## src/rtl/mining_fsm_if.sv

```systemverilog
// mining_fsm_if: control/status bundle between the mining controller and the pipeline units.
interface mining_fsm_if;
  logic        start;
  logic        stopw;
  logic        fine;
  logic        fine_mining;
  logic [2:0]  state;
  logic [63:0] OUT;
  logic        reset_fsm;
  logic [31:0] NONCE;
  modport master (input start, stopw, fine, fine_mining, output state, OUT, reset_fsm, NONCE);
  modport slave (output start, stopw, fine, fine_mining, input state, OUT, reset_fsm, NONCE);
endinterface

```

## src/rtl/mining_fsm.sv

```systemverilog
// mining_fsm: load/pad/hash sequencer retrying with incremented nonces; MINING_NONCE_LIMIT_EN stops at nonce 0xFFFFFFFF.
module mining_fsm #(
  parameter int          HASH_CYCLES = 200,
  parameter logic [31:0] NONCE_INIT  = '0
) (
  input logic          clock,
  input logic          reset,
  mining_fsm_if.master bus
);
  typedef enum logic [2:0] {IDLE = 3'b000, LOAD, PAD, HASH, RETRY, DONE, FAIL} state_t;
  state_t      st;
  logic [63:0] cnt;
  logic [63:0] cnt_inc;
  logic [31:0] hcnt;
  assign cnt_inc = &cnt ? cnt : cnt + 64'd1;
  assign bus.state = st;
  always_ff @(posedge clock or negedge reset)
    if (!reset) begin
      st            <= IDLE;
      cnt           <= '0;
      hcnt          <= '0;
      bus.OUT       <= '0;
      bus.NONCE     <= NONCE_INIT;
      bus.reset_fsm <= 1'b0;
    end else begin
      bus.reset_fsm <= 1'b0;
      case (st)
        IDLE: if (bus.start) begin
          st        <= LOAD;
          cnt       <= '0;
          bus.OUT   <= '0;
          bus.NONCE <= NONCE_INIT;
        end
        LOAD: begin
          cnt <= cnt_inc;
          if (bus.stopw) st <= PAD;
        end
        PAD: begin
          cnt  <= cnt_inc;
          hcnt <= '0;
          if (bus.fine) st <= HASH;
        end
        HASH: begin
          cnt  <= cnt_inc;
          hcnt <= hcnt + 32'd1;
          // success in the final allowed cycle still counts as a hit
          if (bus.fine_mining) begin
            st      <= DONE;
            bus.OUT <= cnt_inc;
          end else if (hcnt == 32'(HASH_CYCLES - 1)) begin
            st            <= RETRY;
            bus.reset_fsm <= 1'b1;
          end
        end
        RETRY: begin
          cnt <= cnt_inc;
`ifdef MINING_NONCE_LIMIT_EN
          if (&bus.NONCE) begin
            st      <= FAIL;
            bus.OUT <= '1;
          end else begin
            st        <= PAD;
            bus.NONCE <= bus.NONCE + 32'd1;
          end
`else
          st        <= PAD;
          bus.NONCE <= bus.NONCE + 32'd1;
`endif
        end
        DONE, FAIL: if (!bus.start) st <= IDLE;
        default: st <= IDLE;
      endcase
    end
endmodule

```

## src/flat_wrapper.sv

```systemverilog
// flat-port wrapper written by rule: the top's interface ports become plain ports
module mining_fsm_flat 
#(
  parameter int          HASH_CYCLES = 200,
  parameter logic [31:0] NONCE_INIT  = '0
)
  (clock, reset, bus_start, bus_stopw, bus_fine, bus_fine_mining, bus_state, bus_OUT, bus_reset_fsm, bus_NONCE);
  mining_fsm_if bus_i ();
  input logic clock;
  input logic reset;
  input wire logic [$bits(bus_i.start)-1:0] bus_start;
  input wire logic [$bits(bus_i.stopw)-1:0] bus_stopw;
  input wire logic [$bits(bus_i.fine)-1:0] bus_fine;
  input wire logic [$bits(bus_i.fine_mining)-1:0] bus_fine_mining;
  output wire logic [$bits(bus_i.state)-1:0] bus_state;
  output wire logic [$bits(bus_i.OUT)-1:0] bus_OUT;
  output wire logic [$bits(bus_i.reset_fsm)-1:0] bus_reset_fsm;
  output wire logic [$bits(bus_i.NONCE)-1:0] bus_NONCE;
  assign bus_i.start = bus_start;
  assign bus_i.stopw = bus_stopw;
  assign bus_i.fine = bus_fine;
  assign bus_i.fine_mining = bus_fine_mining;
  assign bus_state = bus_i.state;
  assign bus_OUT = bus_i.OUT;
  assign bus_reset_fsm = bus_i.reset_fsm;
  assign bus_NONCE = bus_i.NONCE;
  mining_fsm #(.HASH_CYCLES(HASH_CYCLES), .NONCE_INIT(NONCE_INIT)) u_core (.clock(clock), .reset(reset), .bus(bus_i));
endmodule
```

## config.mk

```make
export PLATFORM = sky130hd
export DESIGN_NAME = mining_fsm_flat
export DESIGN_NICKNAME = d
export VERILOG_FILES = /design/src/rtl/mining_fsm_if.sv /design/src/rtl/mining_fsm.sv /design/src/flat_wrapper.sv
export SDC_FILE = /design/constraint.sdc
export NUM_CORES = 1
export LEC_CHECK = 0
export BUFFER_PORTS_ARGS = -buffer_cell sky130_fd_sc_hd__buf_4
export CELL_PAD_IN_SITES_DETAIL_PLACEMENT = 1
export CELL_PAD_IN_SITES_GLOBAL_PLACEMENT = 2
export CORE_MARGIN = 5
export CORE_UTILIZATION = 40
export DETAILED_ROUTE_END_ITERATION = 6
export PLACE_DENSITY = 0.9
export SLEW_MARGIN = 40
export SYNTH_ARGS = -nofsm -noshare
export SYNTH_HDL_FRONTEND = slang
export SYNTH_SLANG_ARGS = --single-unit
```

## constraint.sdc

```tcl
create_clock -name clock -period 6.8 [get_ports clock]
set_input_delay 1.02 -clock clock [delete_from_list [all_inputs] [get_ports clock]]
set_output_delay 1.02 -clock clock [all_outputs]
set_load 0.05 [all_outputs]
```

[Word level (Yosys, flattened, before mapping)]
Index checks and enable logic that the tools add are counted.
Word-level totals
  register bits: 196
  input bits: 6
  output and inout bits: 100
  word-level logic and storage cells: 52
Cells by class
  add/subtract/negate cells: 3
  equality and inequality tests: 13
  multiplexer cells: 18
  reductions and logical operators: 12
Operator list (count)
  $pmux 64 s2: 2
  $mux 64: 3
  $pmux 32 s2: 2
  $add 32x1->32 const B: 2
  $add 64x1->64 const B: 1
  $reduce_and 64->1: 1
  $eq 32x8->1 const B: 1
  $mux 32: 1
  $mux 3: 6
  $pmux 3 s6: 1
  $ne 2x2->1 const B: 5
  $eq 3x3->1 const B: 3
  $reduce_bool 2->1: 4
  $eq 3x2->1 const B: 2
  $reduce_and 5->1: 1
  $reduce_and 2->1: 2
  $reduce_or 4->1: 1
  $eq 3x1->1 const B: 1
  $logic_not 3->1: 1
  $mux 1: 3
  $ne 3x2->1 const B: 1
  $reduce_and 3->1: 1
  $reduce_or 2->1: 1

[Longest topological paths before layout]
  depth after elaboration: 4
  gate-level depth with buffers: 10
  depth with buffers taken out: 7

[Worst setup path before layout]
Ideal clock, no wire load.
  path type: register to register
  from: register u_core.cnt[3]
  to: register u_core.bus.OUT[51]
  setup time: 124 ps
  arrival time: 2555 ps
  data required time: 6676 ps
  slack: 4121 ps
  stages on the path, launching flop included: 9
  buffers on the path: 2
  clock period less this slack: 2679 ps
  path through: dfrtp_1 clkbuf_2 nand4_4 or4_1 buf_6 or3_4 a2111oi_4 a21oi_1 a211o_1
Between the ends
  cells in the longest elaborated chain, start to end: 4
  elaborated cells between the ends (all ways): 5
  classes of those cells: 1 x add/sub; 3 x mux; 1 x reduce/logical
RTL lines
  from (decl): line mining_fsm.sv:12  | logic [63:0] cnt;
  from (signal assigned): line mining_fsm.sv:35  | cnt <= cnt_inc;
  from (signal assigned): line mining_fsm.sv:39  | cnt <= cnt_inc;
  from (signal assigned): line mining_fsm.sv:44  | cnt <= cnt_inc;
  $add 64x1->64 or $reduce_and 64->1 (tied branches): line mining_fsm.sv:15  | assign cnt_inc = &cnt ? cnt : cnt + 64'd1;
  $mux 64 *: line mining_fsm.sv:15
  $mux 64 *: line mining_fsm.sv:47  | if (bus.fine_mining) begin
  $pmux 64 s2 *: line mining_fsm.sv:27  | case (st)
  to (signal assigned): line mining_fsm.sv:49  | bus.OUT <= cnt_inc;
  to (decl): line mining_fsm_if.sv:11  | modport master (input start, stopw, fine, fine_mining, output state, OUT, reset_fsm, NONCE);
Mark *: on every way between the ends. The rest lies on a longest branch, timed or not. The select of a mux whose other input is x is not followed.
A chain may end at the register's enable or synchronous reset.

[Final worst setup path]
  from: register u_core.cnt[16]
  to: register u_core.bus.OUT[0]
Between the ends
  cells in the longest elaborated chain, start to end: 4
RTL lines (line)
  $reduce_and 64->1: mining_fsm.sv:15
  $mux 64: mining_fsm.sv:15
  $mux 64: mining_fsm.sv:47
  $pmux 64 s2: mining_fsm.sv:27
Every way passes these cells. The select of a mux whose other input is x is not followed.

==> summary.md <==
| Metric | Value |
|---|---|
| CTS Buf Count | `17` |
| Global-route wire length before repair | `55410 um` |
| Syn_nets | `between 1000 and 1500` |
| Final worst slack | `3.393 ns` |
| Post-synthesis sequential area ratio | `a little under half` |
| Ys Warns | `0` |
| Crit end category | `flip-flop` |
| Asr flop ratio synth | `100.0%` |
| Post-Place Cell Area | `approximately 12000 sq um` |
| Hold_buf cts | `0` |
| Cell area after layout | `~12000 sq um` |
| Nets@finish | `~1300` |
| Status | `completed` |
| Worst VDD drop | `0.0002828 V` |
| Hold Crit Class | `reg -> reg` |
| Share of layout cells above drive strength 1 | `between 10% and 20%` |
| Vias in the first global route | `just over 10000` |
| IO Pins | `about 110` |
| Static leakage | `between 5 and 6 nW` |
| CTS root buf | `clkbuf_16` |
| Clk_lat worst skew | `roughly 0.44 ns` |
| Pre-CTS setup slack | `~3.3 ns` |
| Grt total ovfl | `0` |
| Dominant synthesized flop cell | `dfrtp_1` |
| Crit path arrival time | `approximately 3.7 ns` |
| Actual slew at the worst max-slew pin | `approximately 0.9 ns` |
| Unrepaired setup endpoints after global routing | `false` |
| Total Power | `about 0.0045 W` |
| Crit path cell chain | `nand3_1, nor4_1, and4_1, nand2_1, xnor2_1, o21ai_0` |
| CTS tree | `done` |
| Top cells by count, synth | `dfrtp_1 (196), nand2_1 (173), o21ai_0 (112)` |
| WL final | `~33000 um` |
| CTS resizes | `0` |
| H-tree levels | `4` |
| Die Y | `between 150 and 200 um` |
| Share of the synthesized area in the top cell type | `a little under half` |
| Fin util | `between 40 and 50%` |
| Die Area | `between 30000 and 40000 sq um` |
| Yosys cell types | `between 60 and 70` |
| Core area | `~27000 sq um` |
| WL per Instance | `around 20 um` |
| Synth area leader | `dfrtp_1` |
| Post-CTS setup buffer count | `0` |
| Layout Area Growth over Synthesis | `15.36%` |
| Bufs on Longest Clock Path | `2` |
| Worst EP required | `approximately 7 ns` |
| Synthesized area | `~11000 sq um` |
| Most numerous cell in the Yosys netlist | `dfrtp_1` |
| Buffers added on ports | `around 110` |
| Period Utilization, post-route | `between 50% and 60%` |
| Worst slew margin | `~39%` |
| Post-synthesis cell count | `~1200` |
| # clock sinks | `just under 200` |
| Overall Global Routing Usage | `21.85%` |
| First-pass DRT Iterations | `5` |
| CP Launch Type | `flip-flop` |
| CP Class | `reg -> reg` |
| Crit-path max FO | `19` |
| Fin crit period | `3.407 ns` |
| Ant diodes | `0` |
| Number of synthesized flops with an enable pin | `0` |
| Largest cells by area after synthesis | `dfrtp_1 (45%), nand2_1 (6.0%), o21ai_0 (5.2%), a31oi_1 (4.3%), nand3_1 (3.0%)` |
| Crit-path slowest cell | `nand2_1` |
| Clk slew on worst S/H paths | `around 0.08 ns` |
| Cell row count | `60` |
| Iter 0 DRT Violations | `between 600 and 700` |
| Initial antenna violation count | `0` |
| Pin count of the biggest net entering global routing | `83` |
| Post-route ant nets | `0` |
| Cell Pwr Density | `approximately 360 nW/um^2` |
| Setup tns final | `0 ns` |
| Vias/cell | `roughly 6` |
| Final Max Tran Viols | `0` |
| FMAX | `~0.29 GHz` |
| Slowest stage delay, CP | `roughly 0.69 ns` |
| Vias | `between 9000 and 10000` |
| Detailed Place HPWL | `around 22000 um` |
| Final hold violations | `0` |
| DIE WIDTH | `between 150 and 200 um` |
| Max-cap violations | `0` |
| Routability Congestion | `0.8204` |
| Drc violations | `0` |
| Synthesized flop and latch total | `196` |
| Syn Area/Cell | `8.810 sq um` |
| R2R Setup Slk | `~3.4 ns` |
| Initial core utilization | `a little over 40%` |
| Final setup vio count | `0` |
| Clock Skews | `around 0.015 ns` |
placed cells by master, fill, tap and decap left out, drive strengths merged, types with 3 or more instances in the layout:
cell	instances
a31oi	75
nor4	19
nor2	56
clkbuf	19
o31ai	17
nand4	38
o311ai	8
nor3	27
clkinvlp	3
or4	16
a21oi	61
mux2i	24
ha	3
o21ai	112
a311oi	6
xor2	13
a221o	6
a211o	6
o2111ai	6
o211a	3
o211ai	25
nor4b	3
inv	26
and3	28
or2	5
a32oi	3
buf	119
a41oi	7
and2	15
o41ai	3
nand3	64
nand2b	8
xnor2	30
and4	15
or3	12
a21o	15
nand2	173
dfrtp	196
final timing paths:
kind,to,depth (start not counted),start
min in group asynchronous,u_core.bus.NONCE[11],1,reset
setup reg to reg,u_core.bus.OUT[0],6,u_core.cnt[16]
max in group asynchronous,u_core.cnt[57],2,reset
hold / removal,u_core.hcnt[31],1,u_core.hcnt[31]
setup / recovery,u_core.bus.OUT[0],6,u_core.cnt[16]
hold reg to reg,u_core.hcnt[31],1,u_core.hcnt[31]
through the flow:
| step | hold WS, ns | std cells |
|---|---|---|
| 5_1_grt | 0.5023 | 1631 |
| 2_1_floorplan | 0.4493 | 1228 |
| 4_1_cts | 0.4875 | 1631 |
| 6_report | 0.4824 | 1631 |
| 3_5_place_dp | 0.4711 | 1599 |
| 3_3_place_gp | 0.4621 | 1597 |
routing by layer:
metal / vias to the layer above / global-route usage (%) / wire [um]
li1: 4676 / - / -
met1: 5019 / 29.44 / 15400
met2: 177 / 37.21 / 16130
met3: 26 / 3.806 / 1196
met4: 0 / 4.322 / 322
met5: - / 0 / 0
final cells by class:
| class | instances | area [sq um] |
|---|---|---|
| Fill cell | 3102 | 14320 |
| Multi-Input combinational cell | 924 | 5572 |
| Sequential cell | 196 | 4905 |
| Timing Repair Buffer | 120 | 918.4 |
| Clock buffer | 18 | 429.2 |
| Tap cell | 341 | 426.7 |
| Clock inverter | 14 | 162.7 |
| Inverter | 18 | 67.56 |
power by group:
part / switching [W] / internal (W)
clock: 0.000514 / 0.000526
sequential: 0.000286 / 0.00137
combinational: 0.00132 / 0.000518
registers in the layout, summed over array words and instances (netlist names):
signal                cells
u_core.bus.OUT           64
u_core.cnt               64
u_core.bus.NONCE         32
u_core.hcnt              32
u_core.bus.state          3
u_core.bus.reset_fsm      1
cells by family (layout without fill, tap and decap cells):
family | after synthesis | count (layout) | share of synthesized area [%]
AND/OR/NAND/NOR | 482 | 482 | 22.64
adder cells (fa/ha/maj) | 3 | 3 | 0.3470
flip-flops | 196 | 196 | 45.33
XOR/XNOR | 43 | 43 | 3.481
AO/OA/AOI/OAI | 371 | 371 | 21.96
multiplexers | 25 | 25 | 2.324
buffers and inverters | 108 | 170 | 3.909
worst max-delay path: cells and delay by family, from the launching register on:
family	cells	cell delay, ns
xor gates and xnor gates	1	0.46
DFF	1	0.49
AOI/OAI and AO/OA	1	0.12
and+or+nand+nor	4	2.20
No activity file was read; power rests on OpenSTA's default activity.
